==> config.mk <==
export PLATFORM = sky130hd
export DESIGN_NAME = remote_pad_responder_flat
export DESIGN_NICKNAME = d
export VERILOG_FILES = /design/src/rtl/remote_pad_responder_pkg.sv /design/src/rtl/remote_pad_responder_if.sv /design/src/rtl/remote_pad_responder_sync_edge.sv /design/src/rtl/remote_pad_responder.sv /design/src/flat_wrapper.sv
export SDC_FILE = /design/constraint.sdc
export NUM_CORES = 1
export LEC_CHECK = 0
export BUFFER_PORTS_ARGS = -buffer_cell sky130_fd_sc_hd__buf_4
export CELL_PAD_IN_SITES_DETAIL_PLACEMENT = 1
export CELL_PAD_IN_SITES_GLOBAL_PLACEMENT = 1
export CORE_AREA = 2 2 54 76
export DETAILED_ROUTE_END_ITERATION = 7
export DIE_AREA = 0 0 56 78
export GPL_TIMING_DRIVEN = 0
export PLACE_DENSITY_LB_ADDON = 0.1
export SYNTH_ARGS = -nofsm -noshare
export SYNTH_HDL_FRONTEND = slang
export SYNTH_SLANG_ARGS = --single-unit
==> constraint.sdc <==
create_clock -name Clk_In -period 1.87 [get_ports Clk_In]
set_input_delay 0.4675 -clock Clk_In [delete_from_list [all_inputs] [get_ports Clk_In]]
set_output_delay 0.4675 -clock Clk_In [all_outputs]
set_load 0.005 [all_outputs]
==> src/rtl/remote_pad_responder_pkg.sv <==
// Definitions shared by both ends of the remote/pad serial link so that the
// master and the responder agree on frame length and state encoding.
package remote_pkg;

    localparam int DEF_NUM_BITS = 8;
    localparam int CNT_W        = $clog2(DEF_NUM_BITS + 1);

    typedef enum logic [1:0] {
        IDLE  = 2'd0,
        LOAD  = 2'd1,
        SHIFT = 2'd2
    } state_e;

endpackage

==> src/rtl/remote_pad_responder_if.sv <==
// Pad-side pin bundle: latch/pulse from the master, parallel buttons in,
// serial data and status back out.
interface remote_pad_responder_if #(
    parameter int NUM_BITS = remote_pkg::DEF_NUM_BITS
);
    logic                Latch_In;
    logic                Pulse_In;
    logic [NUM_BITS-1:0] Buttons_In;
    logic                Data_Out;
    logic                Busy_Out;
    logic                Frame_Done_Out;

    modport master (
        output Latch_In, Pulse_In, Buttons_In,
        input  Data_Out, Busy_Out, Frame_Done_Out
    );

    modport slave (
        input  Latch_In, Pulse_In, Buttons_In,
        output Data_Out, Busy_Out, Frame_Done_Out
    );
endinterface

==> src/rtl/remote_pad_responder_sync_edge.sv <==
// Multi-flop synchronizer for an asynchronous master line, followed by one
// history register so the rising edge is seen for exactly one clock.
module remote_sync_edge #(
    parameter int SYNC_STAGES = 2
) (
    input  logic clk,
    input  logic rst_n,
    input  logic async_in,
    output logic synced,
    output logic rise
);
    logic [SYNC_STAGES-1:0] sync_q;
    logic                   prev_q;

    always_ff @(posedge clk or negedge rst_n) begin
        if (!rst_n) begin
            sync_q <= '0;
            prev_q <= 1'b0;
        end else begin
            sync_q <= {sync_q[SYNC_STAGES-2:0], async_in};
            prev_q <= sync_q[SYNC_STAGES-1];
        end
    end

    assign synced = sync_q[SYNC_STAGES-1];
    assign rise   = synced & ~prev_q;
endmodule

==> src/rtl/remote_pad_responder.sv <==
// Controller-side responder: snapshots buttons on latch and shifts them out
// active-low, LSB first, one bit per master pulse.
module remote_pad_responder
    import remote_pkg::*;
#(
    parameter int   NUM_BITS    = DEF_NUM_BITS,
    parameter int   SYNC_STAGES = 2,
    parameter logic FILL_LEVEL  = 1'b1
) (
    input  logic                   Clk_In,
    input  logic                   Reset_In,
    remote_pad_responder_if.slave  pad
);
    localparam int BIT_CNT_W = $clog2(NUM_BITS + 1);

    logic [1:0] sync_lvl;
    logic [1:0] sync_rise;
    logic       latch_lvl;
    logic       latch_rise;
    logic       pulse_rise;
    logic       unused_pulse_lvl;

    // Index 0 is Latch, index 1 is Pulse.
    remote_sync_edge #(
        .SYNC_STAGES (SYNC_STAGES)
    ) u_sync [1:0] (
        .clk      (Clk_In),
        .rst_n    (Reset_In),
        .async_in ({pad.Pulse_In, pad.Latch_In}),
        .synced   (sync_lvl),
        .rise     (sync_rise)
    );

    assign latch_lvl        = sync_lvl[0];
    assign latch_rise       = sync_rise[0];
    assign pulse_rise       = sync_rise[1];
    assign unused_pulse_lvl = sync_lvl[1];

    state_e                state_q, state_n;
    logic [NUM_BITS-1:0]   shreg_q, shreg_n;
    logic [BIT_CNT_W-1:0]  cnt_q,   cnt_n;
    logic                  data_q,  data_n;
    logic                  done_q,  done_n;

    always_ff @(posedge Clk_In or negedge Reset_In) begin
        if (!Reset_In) begin
            state_q <= IDLE;
            shreg_q <= '0;
            cnt_q   <= '0;
            data_q  <= FILL_LEVEL;
            done_q  <= 1'b0;
        end else begin
            state_q <= state_n;
            shreg_q <= shreg_n;
            cnt_q   <= cnt_n;
            data_q  <= data_n;
            done_q  <= done_n;
        end
    end

    always_comb begin
        state_n = state_q;
        shreg_n = shreg_q;
        cnt_n   = cnt_q;
        done_n  = 1'b0;
        // Output register follows the current state, which adds the final
        // cycle of pin-to-data latency.
        data_n  = (state_q == IDLE) ? FILL_LEVEL : shreg_q[0];

        // A latch edge wins over everything, including a coincident pulse.
        if (latch_rise) begin
            state_n = LOAD;
            shreg_n = ~pad.Buttons_In;
            cnt_n   = '0;
        end else begin
            case (state_q)
                IDLE: ;
                LOAD: begin
                    if (latch_lvl) begin
                        shreg_n = ~pad.Buttons_In;
                        cnt_n   = '0;
                    end else begin
                        state_n = SHIFT;
                    end
                end
                SHIFT: begin
                    if (pulse_rise) begin
                        shreg_n = NUM_BITS'({1'b1, shreg_q} >> 1);
                        cnt_n   = cnt_q + 1'b1;
                        if (cnt_q == BIT_CNT_W'(NUM_BITS - 1)) begin
                            state_n = IDLE;
                            done_n  = 1'b1;
                        end
                    end
                end
                default: state_n = IDLE;
            endcase
        end
    end

    assign pad.Data_Out       = data_q;
    assign pad.Busy_Out       = (state_q != IDLE);
    assign pad.Frame_Done_Out = done_q;
endmodule

==> src/flat_wrapper.sv <==
// flat-port wrapper written by rule: the top's interface ports become plain ports
module remote_pad_responder_flat import remote_pkg::*;
#(
    parameter int   NUM_BITS    = DEF_NUM_BITS,
    parameter int   SYNC_STAGES = 2,
    parameter logic FILL_LEVEL  = 1'b1
)
  (Clk_In, Reset_In, pad_Latch_In, pad_Pulse_In, pad_Buttons_In, pad_Data_Out, pad_Busy_Out, pad_Frame_Done_Out);
  remote_pad_responder_if #(.NUM_BITS(NUM_BITS)) pad_i ();
  input  logic Clk_In;
  input  logic Reset_In;
  input wire logic [$bits(pad_i.Latch_In)-1:0] pad_Latch_In;
  input wire logic [$bits(pad_i.Pulse_In)-1:0] pad_Pulse_In;
  input wire logic [$bits(pad_i.Buttons_In)-1:0] pad_Buttons_In;
  output wire logic [$bits(pad_i.Data_Out)-1:0] pad_Data_Out;
  output wire logic [$bits(pad_i.Busy_Out)-1:0] pad_Busy_Out;
  output wire logic [$bits(pad_i.Frame_Done_Out)-1:0] pad_Frame_Done_Out;
  assign pad_i.Latch_In = pad_Latch_In;
  assign pad_i.Pulse_In = pad_Pulse_In;
  assign pad_i.Buttons_In = pad_Buttons_In;
  assign pad_Data_Out = pad_i.Data_Out;
  assign pad_Busy_Out = pad_i.Busy_Out;
  assign pad_Frame_Done_Out = pad_i.Frame_Done_Out;
  remote_pad_responder #(.NUM_BITS(NUM_BITS), .SYNC_STAGES(SYNC_STAGES), .FILL_LEVEL(FILL_LEVEL)) u_core (.Clk_In(Clk_In), .Reset_In(Reset_In), .pad(pad_i));
endmodule
==> impl_table.tex, run 1 <==
\begin{tabular}{lr}
\hline
Metric & Value \\
\hline
\multicolumn{2}{l}{\textbf{Floorplan}} \\
\quad Number of placement rows & 26 \\
\quad Core area & 3640 um\^{}2 \\
\quad Number of I/O pins & 15 \\
\quad Chip height & 78 um \\
\quad Die area & 4370 um\^{}2 \\
\quad Initial core utilization & 0.290 \\
\quad DIE WIDTH & 56 um \\
\multicolumn{2}{l}{\textbf{STA}} \\
\quad Maximum clock skew at final layout & 0.00493 ns \\
\quad Setup tns final & 0 ns \\
\quad RSZ-0062 raised after global routing & no \\
\quad Total of endpoints with negative setup slack in the final report & 0 \\
\quad Maximum clock rate & 555 MHz \\
\quad Fin. max-slew vios & 0 \\
\quad Final Hold Viols & 0 \\
\quad Transition time of the tightest slew-check pin & 0.302 ns \\
\quad Worst relative slew slack & 0.799 \\
\quad Final period demand of the worst path & 1.80 ns \\
\quad Share of the cycle needed by the critical path after routing & 0.963 \\
\quad Final setup slack of the worst path & 0.0696 ns \\
\multicolumn{2}{l}{\textbf{Global routing}} \\
\quad Wire length of the first global-routing pass & 4010 um \\
\quad Number of antenna violations at the first check in global routing & 0 \\
\quad GRT overflow & 0 \\
\quad Vias in the first global route & 832 \\
\quad Global-route usage over all layers & 0.118 \\
\quad Pin count of the biggest net entering global routing & 23 \\
\multicolumn{2}{l}{\textbf{Clock network}} \\
\quad Clock Pin Slew Worst Setup and Hold Paths & 0.08 ns \\
\quad \# H-tree levels & 1 \\
\quad Clock Root Buffer & clkbuf\_8 \\
\quad Number of buffers inserted during clock tree synthesis & 3 \\
\quad Clock tree from TritonCTS & done \\
\quad Number of buffers between clock root and the deepest sink & 2 \\
\quad Clk Latency, worst-skew pair & 0.26 ns \\
\quad CTS sink cnt & 22 \\
\quad Post-CTS Hold Fix Bufs & 0 \\
\multicolumn{2}{l}{\textbf{Power}} \\
\quad Maximum vdd drop & 0.590 mV \\
\quad Pwr Density & 1510 nW/um\^{}2 \\
\quad Static Leak & 0.598 nW \\
\multicolumn{2}{l}{\textbf{Worst setup path}} \\
\quad Crit path DAT & 1.96 ns \\
\quad CP Max Fanout & 8 \\
\quad Startpoint of the worst-slack reg-to-reg timing path & u\_core.state\_q[0] \\
\quad Required time reported for the critical path endpoint & 2.03 ns \\
\quad Worst R2R Path Depth & 7 \\
\quad Worst Setup Start Kind & register \\
\quad Setup CP Type & register to register \\
\quad Element type at the critical path end & register \\
\quad Worst r2r dst & u\_core.shreg\_q[0] \\
\quad Setup slack of the most critical reg-to-reg path & 0.07 ns \\
\multicolumn{2}{l}{\textbf{Detailed routing}} \\
\quad Detailed-routing iteration count for the pre-antenna-repair pass & 4 \\
\quad Initial detailed-routing violation count & 12 \\
\quad Via Count & 765 \\
\quad Final Routed Wirelength & 2360 um \\
\quad Wire per inst & 15.5 um \\
\quad Average via count per standard cell & 5.03 \\
\quad DRC violation count after routing & 0 \\
\quad ANT nets after route & 0 \\
\multicolumn{2}{l}{\textbf{Synthesis}} \\
\quad Cell area after synthesis & 1060 um\^{}2 \\
\quad Seq/Total Area, Yosys & 0.522 \\
\quad Synthesized area per cell & 11.9 um\^{}2 \\
\quad Yosys warns & 0 \\
\quad Number of register bits inferred by synthesis & 22 \\
\quad Cell count after synthesis & 89 \\
\quad Synth cell types & 32 \\
\quad Syn\_nets & 106 \\
\multicolumn{2}{l}{\textbf{Placed design}} \\
\quad Sum of net half-perimeters after detailed placement & 1640 um \\
\quad Worst Setup Slack post-DPL & -0.0353 ns \\
\quad Dpl cell area & 1210 um\^{}2 \\
\quad GPL Wtd Cong & 0.651 \\
\quad PortBufs & 14 \\
\multicolumn{2}{l}{\textbf{Final layout}} \\
\quad Final-stage net count & 128 \\
\quad Share of layout cells above drive strength 1 & 0.364 \\
\quad Synth-to-layout area growth & 25.3\% \\
\quad Antenna diode count & 0 \\
\quad Post-route cell area & 1330 um\^{}2 \\
\multicolumn{2}{l}{\textbf{Outcome}} \\
\quad Status & finished clean \\
\multicolumn{2}{l}{\textbf{Job}} \\
\quad Max-cap violations & 0 \\
\multicolumn{2}{l}{\textbf{Worst hold path}} \\
\quad Hold WC Path Type & primary input to async pin \\
\hline
\end{tabular}
## state kept, by name, indices dropped and copies added (netlist names)
| name | cells |
|---|---|
| u_core.pad.Data_Out | 1 |
| u_core.cnt_q | 4 |
| u_core.shreg_q | 8 |
| u_core.state_q | 2 |
| u_core.pad.Frame_Done_Out | 1 |
| u_core.u_sync.sync_q | 4 |
| u_core.u_sync.prev_q | 2 |
## power breakdown
group	internal [mW]	switching [mW]	total, mW	leakage, nW
logic	0.480	0.379	0.859	0.293
registers	0.617	0.0810	0.698	0.269
clock network	0.286	0.160	0.446	0.0357
## cell usage after synthesis
library cell	count	area (um^2)
and2_4	1	8.76
a211oi_1	1	7.51
nand2b_2	1	8.76
o2bb2ai_1	1	8.76
or3_1	1	6.26
mux2i_1	1	10.0
nor2_1	1	3.75
a21boi_0	1	7.51
buf_2	2	10.0
inv_1	4	15.0
buf_6	1	11.3
a31oi_1	1	6.26
a31o_1	1	8.76
and2_1	2	12.5
o31a_1	1	8.76
nor4_1	1	6.26
o211ai_1	1	7.51
o21ai_0	9	45.0
nand3_1	11	55.1
a21oi_1	1	5.00
nand2_1	4	15.0
dfstp_2	1	26.3
ha_1	5	62.6
a32o_1	1	10.0
nand3_2	1	10.0
dfrtp_1	21	526
nand2b_1	2	12.5
or2_2	1	6.26
mux2_4	7	105
a22oi_1	1	7.51
nand2b_4	1	13.8
a22o_2	1	10.0
## critical path, stage by stage, from the launching register on
cell and delay (ns):
dfrtp_1 0.40, buf_4 0.14, buf_4 0.12, ha_1 0.22, inv_1 0.09, a22o_4 0.18
and2_2 0.24, mux2_4 0.31
## cells by family (layout without fill, tap and decap cells)
family | count (synthesis) | in the layout | synth area share
compound gates | 20 | 20 | 0.125
fa+ha+maj | 5 | 5 | 0.0592
buf+inv | 7 | 27 | 0.0343
flops | 22 | 22 | 0.522
mux | 8 | 8 | 0.109
simple gates | 27 | 28 | 0.150
## final cells by class
cell class	count	area (um^2)
fillers	424	2320
plain buffers	2	10.0
inverters	4	15.0
clock inverters	1	30.0
multi-input cells	61	497
well taps	42	52.6
repair buffers	17	128
flip-flops and latches	22	552
clock buffers	3	41.3
## worst max-delay path by stage
stage / from / end / slack [ns] / cells past startpoint
after floorplan: u_core.state_q[1] / u_core.shreg_q[0] / 0.1 / 7
after global placement: u_core.state_q[1] / u_core.shreg_q[3] / -0.04 / 7
after detailed placement: u_core.state_q[1] / u_core.shreg_q[1] / -0.04 / 7
after CTS: u_core.state_q[0] / u_core.shreg_q[3] / 0.01 / 7
after global routing: u_core.state_q[0] / u_core.shreg_q[1] / 0.02 / 7
final: u_core.state_q[0] / u_core.shreg_q[0] / 0.07 / 7
## cell usage in the layout (no fill, tap or decap), types with 2 or more instances in the layout
cell type  netlist  final
mux2_4           7      7
nand2b_1         2      2
and2_1           2      2
nand3_1         11     11
dfrtp_1         21     21
buf_2            2      2
o21ai_0          9      9
inv_1            4      3
ha_1             5      4
buf_4            0     17
nand2_1          4      4
clkbuf_8         0      3
## stage by stage
stage	std cells	util	hold slack [ns]	total power, mW
6_report	152	0.364	0.0795	2.00
5_1_grt	152	0.364	0.0872	2.15
4_1_cts	151	0.357	0.0926	1.97
2_1_floorplan	89	-	0.172	1.28
3_5_place_dp	145	0.333	0.342	1.48
3_3_place_gp	145	0.333	0.334	1.47
## timing repair
item	4_1_cts	5_1_grt
gates cloned	0	1
hold endpoints to repair	0	0
setup buffers	2	1
resized for setup	1	2
endpoints found under the setup margin	8	9
## per-layer routing
layer / GRT usage / wire length, um / vias up
li1: - / - / 362
met1: 0.140 / 978 / 385
met2: 0.209 / 1270 / 16
met3: 0.0217 / 92 / 2
met4: 0.0429 / 23 / 0
met5: 0 / 0 / -
Power figures use the tool's default switching activity.
==> run 2, diff against run 1 <==
--- a/config.mk
+++ b/config.mk
@@ -8,9 +8,10 @@
 export BUFFER_PORTS_ARGS = -buffer_cell sky130_fd_sc_hd__buf_4
 export CELL_PAD_IN_SITES_DETAIL_PLACEMENT = 1
 export CELL_PAD_IN_SITES_GLOBAL_PLACEMENT = 1
-export CORE_AREA = 2 2 54 76
+export CORE_AREA = 2 2 46 65
+export CTS_BUF_LIST = sky130_fd_sc_hd__clkbuf_4
 export DETAILED_ROUTE_END_ITERATION = 7
-export DIE_AREA = 0 0 56 78
+export DIE_AREA = 0 0 48 67
 export GPL_TIMING_DRIVEN = 0
 export PLACE_DENSITY_LB_ADDON = 0.1
 export SYNTH_ARGS = -nofsm -noshare
==> impl_table.tex, run 2 (synthesized netlist as in run 1, its figures left out) <==
\begin{tabular}{lr}
\hline
Metric & Value \\
\hline
\multicolumn{2}{l}{\textbf{STA}} \\
\quad RSZ-0062 raised after global routing & no \\
\quad Transition time of the tightest slew-check pin & 0.289 ns \\
\quad Worst hold slack after final layout & 0.0215 ns \\
\quad Final period demand of the worst path & 1.81 ns \\
\quad Total of endpoints with negative setup slack in the final report & 0 \\
\quad Maximum clock skew at final layout & 0.00582 ns \\
\quad Share of the cycle needed by the critical path after routing & 0.966 \\
\quad Maximum clock rate & 554 MHz \\
\quad Worst relative slew slack & 0.807 \\
\quad Final Hold Viols & 0 \\
\quad Fin. max-slew vios & 0 \\
\multicolumn{2}{l}{\textbf{Final layout}} \\
\quad Share of layout cells above drive strength 1 & 0.358 \\
\quad Number of flip-flops in the largest register & 8 \\
\quad Top library cells by usage in the layout, fill and taps aside & dfrtp\_1 (21), buf\_4 (16), nand3\_1 (11) \\
\quad Antenna diode count & 0 \\
\quad Number of inserted filler cells in the final layout & 303 \\
\quad Biggest registers after layout & u\_core.shreg\_q (8), u\_core.cnt\_q (4), u\_core.u\_sync.sync\_q (4) \\
\quad Synth-to-layout area growth & 20.2\% \\
\quad Final-stage net count & 127 \\
\quad Storage cell area & 552 um\^{}2 \\
\quad Most common cell after layout, fill and taps aside & dfrtp\_1 \\
\quad Multi-input gate area & 489 um\^{}2 \\
\quad Top register by number of flip-flops & u\_core.shreg\_q \\
\multicolumn{2}{l}{\textbf{Worst setup path}} \\
\quad Startpoint of the worst-slack reg-to-reg timing path & u\_core.state\_q[0] \\
\quad Setup slack of the most critical reg-to-reg path & 0.06 ns \\
\quad First element of the critical path & u\_core.state\_q[0] \\
\quad CP Max Fanout & 10 \\
\quad Crit path DAT & 2.01 ns \\
\quad Worst Setup Start Kind & register \\
\quad Setup CP Type & register to register \\
\quad Required time reported for the critical path endpoint & 2.07 ns \\
\quad Element type at the critical path end & register \\
\multicolumn{2}{l}{\textbf{Power}} \\
\quad Total design power & 1.78 mW \\
\quad Pwr Density & 1400 nW/um\^{}2 \\
\quad Maximum vdd drop & 0.736 mV \\
\quad Static Leak & 0.575 nW \\
\multicolumn{2}{l}{\textbf{Job}} \\
\quad Max-cap violations & 0 \\
\multicolumn{2}{l}{\textbf{Clock network}} \\
\quad CTS sink cnt & 22 \\
\quad Clock tree from TritonCTS & done \\
\quad Number of buffers inserted during clock tree synthesis & 3 \\
\quad Clk Latency, worst-skew pair & 0.31 ns \\
\quad Clock Root Buffer & clkbuf\_4 \\
\quad \# H-tree levels & 1 \\
\quad Number of buffers between clock root and the deepest sink & 2 \\
\quad Clock Pin Slew Worst Setup and Hold Paths & 0.13 ns \\
\multicolumn{2}{l}{\textbf{Placed design}} \\
\quad GPL Wtd Cong & 0.757 \\
\quad Sum of net half-perimeters after detailed placement & 1480 um \\
\quad PortBufs & 14 \\
\multicolumn{2}{l}{\textbf{Global routing}} \\
\quad Vias in the first global route & 796 \\
\quad Global-route usage over all layers & 0.165 \\
\quad Pin count of the biggest net entering global routing & 23 \\
\quad Global route hottest layer & met2 \\
\quad GRT overflow & 0 \\
\quad Met2 routing resource usage after global routing & 0.275 \\
\quad Met3 routing resource usage after global routing & 0.0163 \\
\quad Number of antenna violations at the first check in global routing & 0 \\
\quad Wire length of the first global-routing pass & 3650 um \\
\quad GR Layer Usage met1 & 0.207 \\
\multicolumn{2}{l}{\textbf{Floorplan}} \\
\quad Number of placement rows & 22 \\
\quad Chip height & 67 um \\
\quad Die area & 3220 um\^{}2 \\
\quad Core area & 2620 um\^{}2 \\
\quad DIE WIDTH & 48 um \\
\quad Initial core utilization & 0.404 \\
\quad Number of I/O pins & 15 \\
\multicolumn{2}{l}{\textbf{Detailed routing}} \\
\quad Detailed-routing iteration count for the pre-antenna-repair pass & 3 \\
\quad Average via count per standard cell & 5.19 \\
\quad Wire per inst & 14.3 um \\
\quad Via Count & 753 \\
\quad Initial detailed-routing violation count & 12 \\
\quad ANT nets after route & 0 \\
\quad DRC violation count after routing & 0 \\
\quad Final Routed Wirelength & 2070 um \\
\multicolumn{2}{l}{\textbf{Outcome}} \\
\quad Status & finished clean \\
\multicolumn{2}{l}{\textbf{Worst hold path}} \\
\quad Hold WC Path Type & primary input to async pin \\
\hline
\end{tabular}
## run 2: worst max-delay path: stages, from the launching register on
cell and delay, ns:
dfrtp_1 0.41, inv_2 0.11, ha_4 0.21, nand2b_1 0.15
a22o_4 0.24, and2_4 0.14, buf_6 0.15, mux2_4 0.30
## run 2: cell type report
cell class                      count  area share
Inverter                            4      0.0118
Tap cell                           36      0.0354
Buffer                              3      0.0187
Timing Repair Buffer               16      0.0945
Sequential cell                    22       0.434
Multi-Input combinational cell     60       0.385
Clock buffer                        3      0.0177
Clock inverter                      1     0.00295
## run 2: timing repair
item,4_1_cts,5_1_grt
buffers inserted,1,1
setup endpoints to repair,8,8
endpoints found under the hold margin,0,0
hold buffers,0,0
pin swaps,0,1
resized for setup,1,4
## run 2: final timing paths
check,depth (start not counted),to
setup / recovery,7,u_core.shreg_q[5]
hold / removal,1,u_core.state_q[1]
setup reg to reg,7,u_core.shreg_q[5]
hold reg to reg,0,u_core.u_sync[0].sync_q[1]
max in group asynchronous,1,u_core.pad.Data_Out
min in group Clk_In,1,u_core.u_sync[1].sync_q[0]
## run 2: through the flow
stage	utilization	setup WS [ns]	std cells	instance area, um^2	setup TNS, ns
after floorplan	-	0.0981	89	1060	0
after global placement	0.462	-0.0294	139	1210	-0.181
after detailed placement	0.462	-0.0526	139	1210	-0.367
after CTS	0.475	0.00101	144	1240	0
after global routing	0.486	0.00413	145	1270	0
final	0.486	0.0637	145	1270	0
## run 2: metal layers
metal  up-vias  part of all wire  routed length [um]
met4         0             0.010                  21
met1       381              0.43                 898
met3         2             0.023                  47
met2        10              0.53                1100
met5         -                 0                   0
li1        360                 -                   -
## run 2: where the power goes
| part | total [mW] | switching (mW) | internal (mW) |
|---|---|---|---|
| sequential | 0.701 | 0.0850 | 0.616 |
| combinational | 0.858 | 0.364 | 0.493 |
| clock | 0.223 | 0.145 | 0.0779 |
==> run 3, diff against run 2 <==
--- a/config.mk
+++ b/config.mk
@@ -9,7 +9,7 @@
 export CELL_PAD_IN_SITES_DETAIL_PLACEMENT = 1
 export CELL_PAD_IN_SITES_GLOBAL_PLACEMENT = 1
 export CORE_AREA = 2 2 46 65
-export CTS_BUF_LIST = sky130_fd_sc_hd__clkbuf_4
+export CTS_BUF_LIST = sky130_fd_sc_hd__clkbuf_2 sky130_fd_sc_hd__clkbuf_4 sky130_fd_sc_hd__clkbuf_8
 export DETAILED_ROUTE_END_ITERATION = 7
 export DIE_AREA = 0 0 48 67
 export GPL_TIMING_DRIVEN = 0
@@ -17,3 +17,4 @@
 export SYNTH_ARGS = -nofsm -noshare
 export SYNTH_HDL_FRONTEND = slang
 export SYNTH_SLANG_ARGS = --single-unit
+export TNS_END_PERCENT = 50
==> impl_table.tex, run 3 (synthesized netlist as in run 1, its figures left out) <==
\begin{tabular}{lr}
\hline
Metric & Value \\
\hline
\multicolumn{2}{l}{\textbf{Final layout}} \\
\quad Most common cell after layout, fill and taps aside & dfrtp\_1 \\
\quad Top library cells by usage in the layout, fill and taps aside & dfrtp\_1 (21), buf\_4 (16), nand3\_1 (11) \\
\quad Synth-to-layout area growth & 21.2\% \\
\quad Antenna diode count & 0 \\
\quad Top register by number of flip-flops & u\_core.shreg\_q \\
\quad Finished Core Util & 0.490 \\
\quad Number of flip-flops in the largest register & 8 \\
\quad Number of inserted filler cells in the final layout & 300 \\
\quad Final-stage net count & 127 \\
\quad Multi-input gate area & 489 um\^{}2 \\
\quad Biggest registers after layout & u\_core.shreg\_q (8), u\_core.cnt\_q (4), u\_core.u\_sync.sync\_q (4) \\
\quad Storage cell area & 552 um\^{}2 \\
\quad Share of layout cells above drive strength 1 & 0.367 \\
\multicolumn{2}{l}{\textbf{Detailed routing}} \\
\quad Via Count & 749 \\
\quad Wire per inst & 14.3 um \\
\quad Average via count per standard cell & 5.17 \\
\quad ANT nets after route & 0 \\
\quad Initial detailed-routing violation count & 9 \\
\quad Final Routed Wirelength & 2070 um \\
\quad Detailed-routing iteration count for the pre-antenna-repair pass & 3 \\
\quad DRC violation count after routing & 0 \\
\multicolumn{2}{l}{\textbf{Clock network}} \\
\quad Number of buffers between clock root and the deepest sink & 2 \\
\quad Clock Root Buffer & clkbuf\_4 \\
\quad \# H-tree levels & 1 \\
\quad Clock tree from TritonCTS & done \\
\quad Clk Latency, worst-skew pair & 0.31 ns \\
\quad Clock Pin Slew Worst Setup and Hold Paths & 0.13 ns \\
\quad CTS sink cnt & 22 \\
\quad Post-CTS Hold Fix Bufs & 0 \\
\quad Number of buffers inserted during clock tree synthesis & 3 \\
\multicolumn{2}{l}{\textbf{Placed design}} \\
\quad Sum of net half-perimeters after detailed placement & 1480 um \\
\quad PortBufs & 14 \\
\quad GPL Wtd Cong & 0.757 \\
\quad Worst Setup Slack post-DPL & -0.0526 ns \\
\multicolumn{2}{l}{\textbf{Power}} \\
\quad Maximum vdd drop & 0.737 mV \\
\quad Cell-internal power & 1.23 mW \\
\quad Sw power & 0.593 mW \\
\quad Pwr Density & 1420 nW/um\^{}2 \\
\quad Sequential share of power & 0.385 \\
\quad Static Leak & 0.581 nW \\
\quad Switching Share & 0.325 \\
\quad Combinational Power Share & 0.471 \\
\quad Clk network pwr share & 0.144 \\
\multicolumn{2}{l}{\textbf{Floorplan}} \\
\quad Number of I/O pins & 15 \\
\quad Core area & 2620 um\^{}2 \\
\quad Chip height & 67 um \\
\quad DIE WIDTH & 48 um \\
\quad Initial core utilization & 0.404 \\
\quad Die area & 3220 um\^{}2 \\
\quad Number of placement rows & 22 \\
\multicolumn{2}{l}{\textbf{Worst setup path}} \\
\quad Element type at the critical path end & register \\
\quad Crit path DAT & 2.00 ns \\
\quad CP Max Fanout & 10 \\
\quad Worst r2r dst & u\_core.shreg\_q[4] \\
\quad Setup CP Type & register to register \\
\quad Setup slack of the most critical reg-to-reg path & 0.06 ns \\
\quad Worst R2R Path Depth & 7 \\
\quad Required time reported for the critical path endpoint & 2.07 ns \\
\quad Worst Setup Start Kind & register \\
\quad Startpoint of the worst-slack reg-to-reg timing path & u\_core.state\_q[0] \\
\multicolumn{2}{l}{\textbf{STA}} \\
\quad Maximum clock rate & 554 MHz \\
\quad Total of endpoints with negative setup slack in the final report & 0 \\
\quad Worst relative slew slack & 0.807 \\
\quad Transition time of the tightest slew-check pin & 0.289 ns \\
\quad Share of the cycle needed by the critical path after routing & 0.965 \\
\quad RSZ-0062 raised after global routing & no \\
\quad Maximum clock skew at final layout & 0.00737 ns \\
\quad Final period demand of the worst path & 1.81 ns \\
\quad Final Hold Viols & 0 \\
\quad Final setup slack of the worst path & 0.0647 ns \\
\quad Fin. max-slew vios & 0 \\
\multicolumn{2}{l}{\textbf{Global routing}} \\
\quad Pin count of the biggest net entering global routing & 23 \\
\quad Wire length of the first global-routing pass & 3640 um \\
\quad Global-route usage over all layers & 0.165 \\
\quad GRT overflow & 0 \\
\quad Number of antenna violations at the first check in global routing & 0 \\
\quad Vias in the first global route & 797 \\
\multicolumn{2}{l}{\textbf{Job}} \\
\quad Max-cap violations & 0 \\
\multicolumn{2}{l}{\textbf{Worst hold path}} \\
\quad Hold WC Path Type & primary input to async pin \\
\multicolumn{2}{l}{\textbf{Outcome}} \\
\quad Status & finished clean \\
\hline
\end{tabular}
==> run 3: cell types whose count changed in the layout (fill, tap and decap cells not counted), sizes merged <==
cell    previous run  this run
clkinv             1         0
clkbuf             4         5
==> run 3: repair_timing <==
action                     CTS  global route
gates resized for setup      1             4
pin swaps                    0             1
setup endpoints to repair    8             8
gates cloned                 0             0
buffers inserted             1             1
==> run 3: final cells by class <==
type | instances | share of cell area
Timing Repair Buffer | 16 | 0.0937
Clock buffer | 4 | 0.0283
Buffer | 3 | 0.0186
Multi-Input combinational cell | 60 | 0.382
Tap cell | 36 | 0.0352
Inverter | 4 | 0.0117
Sequential cell | 22 | 0.431
==> run 3: worst max path at each step <==
| stage | slack, ns | start | endpoint |
|---|---|---|---|
| 6_report | 0.06 | u_core.state_q[0] | u_core.shreg_q[4] |
| 5_1_grt | 0.004 | u_core.state_q[0] | u_core.shreg_q[3] |
| 4_1_cts | 0.0007 | u_core.state_q[0] | u_core.shreg_q[3] |
| 3_5_place_dp | -0.05 | u_core.state_q[1] | u_core.shreg_q[6] |
| 3_3_place_gp | -0.03 | u_core.state_q[1] | u_core.shreg_q[3] |
| 2_1_floorplan | 0.1 | u_core.state_q[1] | u_core.shreg_q[0] |
==> run 3: power groups by stage <==
stage / Combinational [mW] / Sequential (mW) / Clock [mW]
2_1_floorplan: 0.595 / 0.685 / 0
3_3_place_gp: 0.751 / 0.706 / 0
3_5_place_dp: 0.760 / 0.713 / 0
4_1_cts: 0.789 / 0.700 / 0.271
5_1_grt: 0.948 / 0.718 / 0.296
6_report: 0.858 / 0.701 / 0.262
==> run 3: critical path, stage by stage (launching register included) <==
cell and delay [ns]:
dfrtp_1 0.41, inv_2 0.11, ha_4 0.21, nand2b_1 0.15, a22o_4 0.24, and2_4 0.14
buf_6 0.15, mux2_4 0.30
==> run 3: layer usage <==
layer	track usage	vias to the layer above	part of all wire
li1	-	359	-
met1	0.207	378	0.43
met2	0.273	10	0.53
met3	0.0163	2	0.023
met4	0.0709	0	0.010
met5	0	-	0
==> run 3: stage by stage <==
| step | TNS, ns | std cells | total power [mW] | area, um^2 | hold WS (ns) |
|---|---|---|---|---|---|
| 2_1_floorplan | 0 | 89 | 1.28 | 1060 | 0.172 |
| 3_3_place_gp | -0.181 | 139 | 1.46 | 1210 | 0.333 |
| 3_5_place_dp | -0.367 | 139 | 1.47 | 1210 | 0.340 |
| 4_1_cts | 0 | 144 | 1.76 | 1250 | 0.0268 |
| 5_1_grt | 0 | 145 | 1.96 | 1280 | 0.0237 |
| 6_report | 0 | 145 | 1.82 | 1280 | 0.0215 |
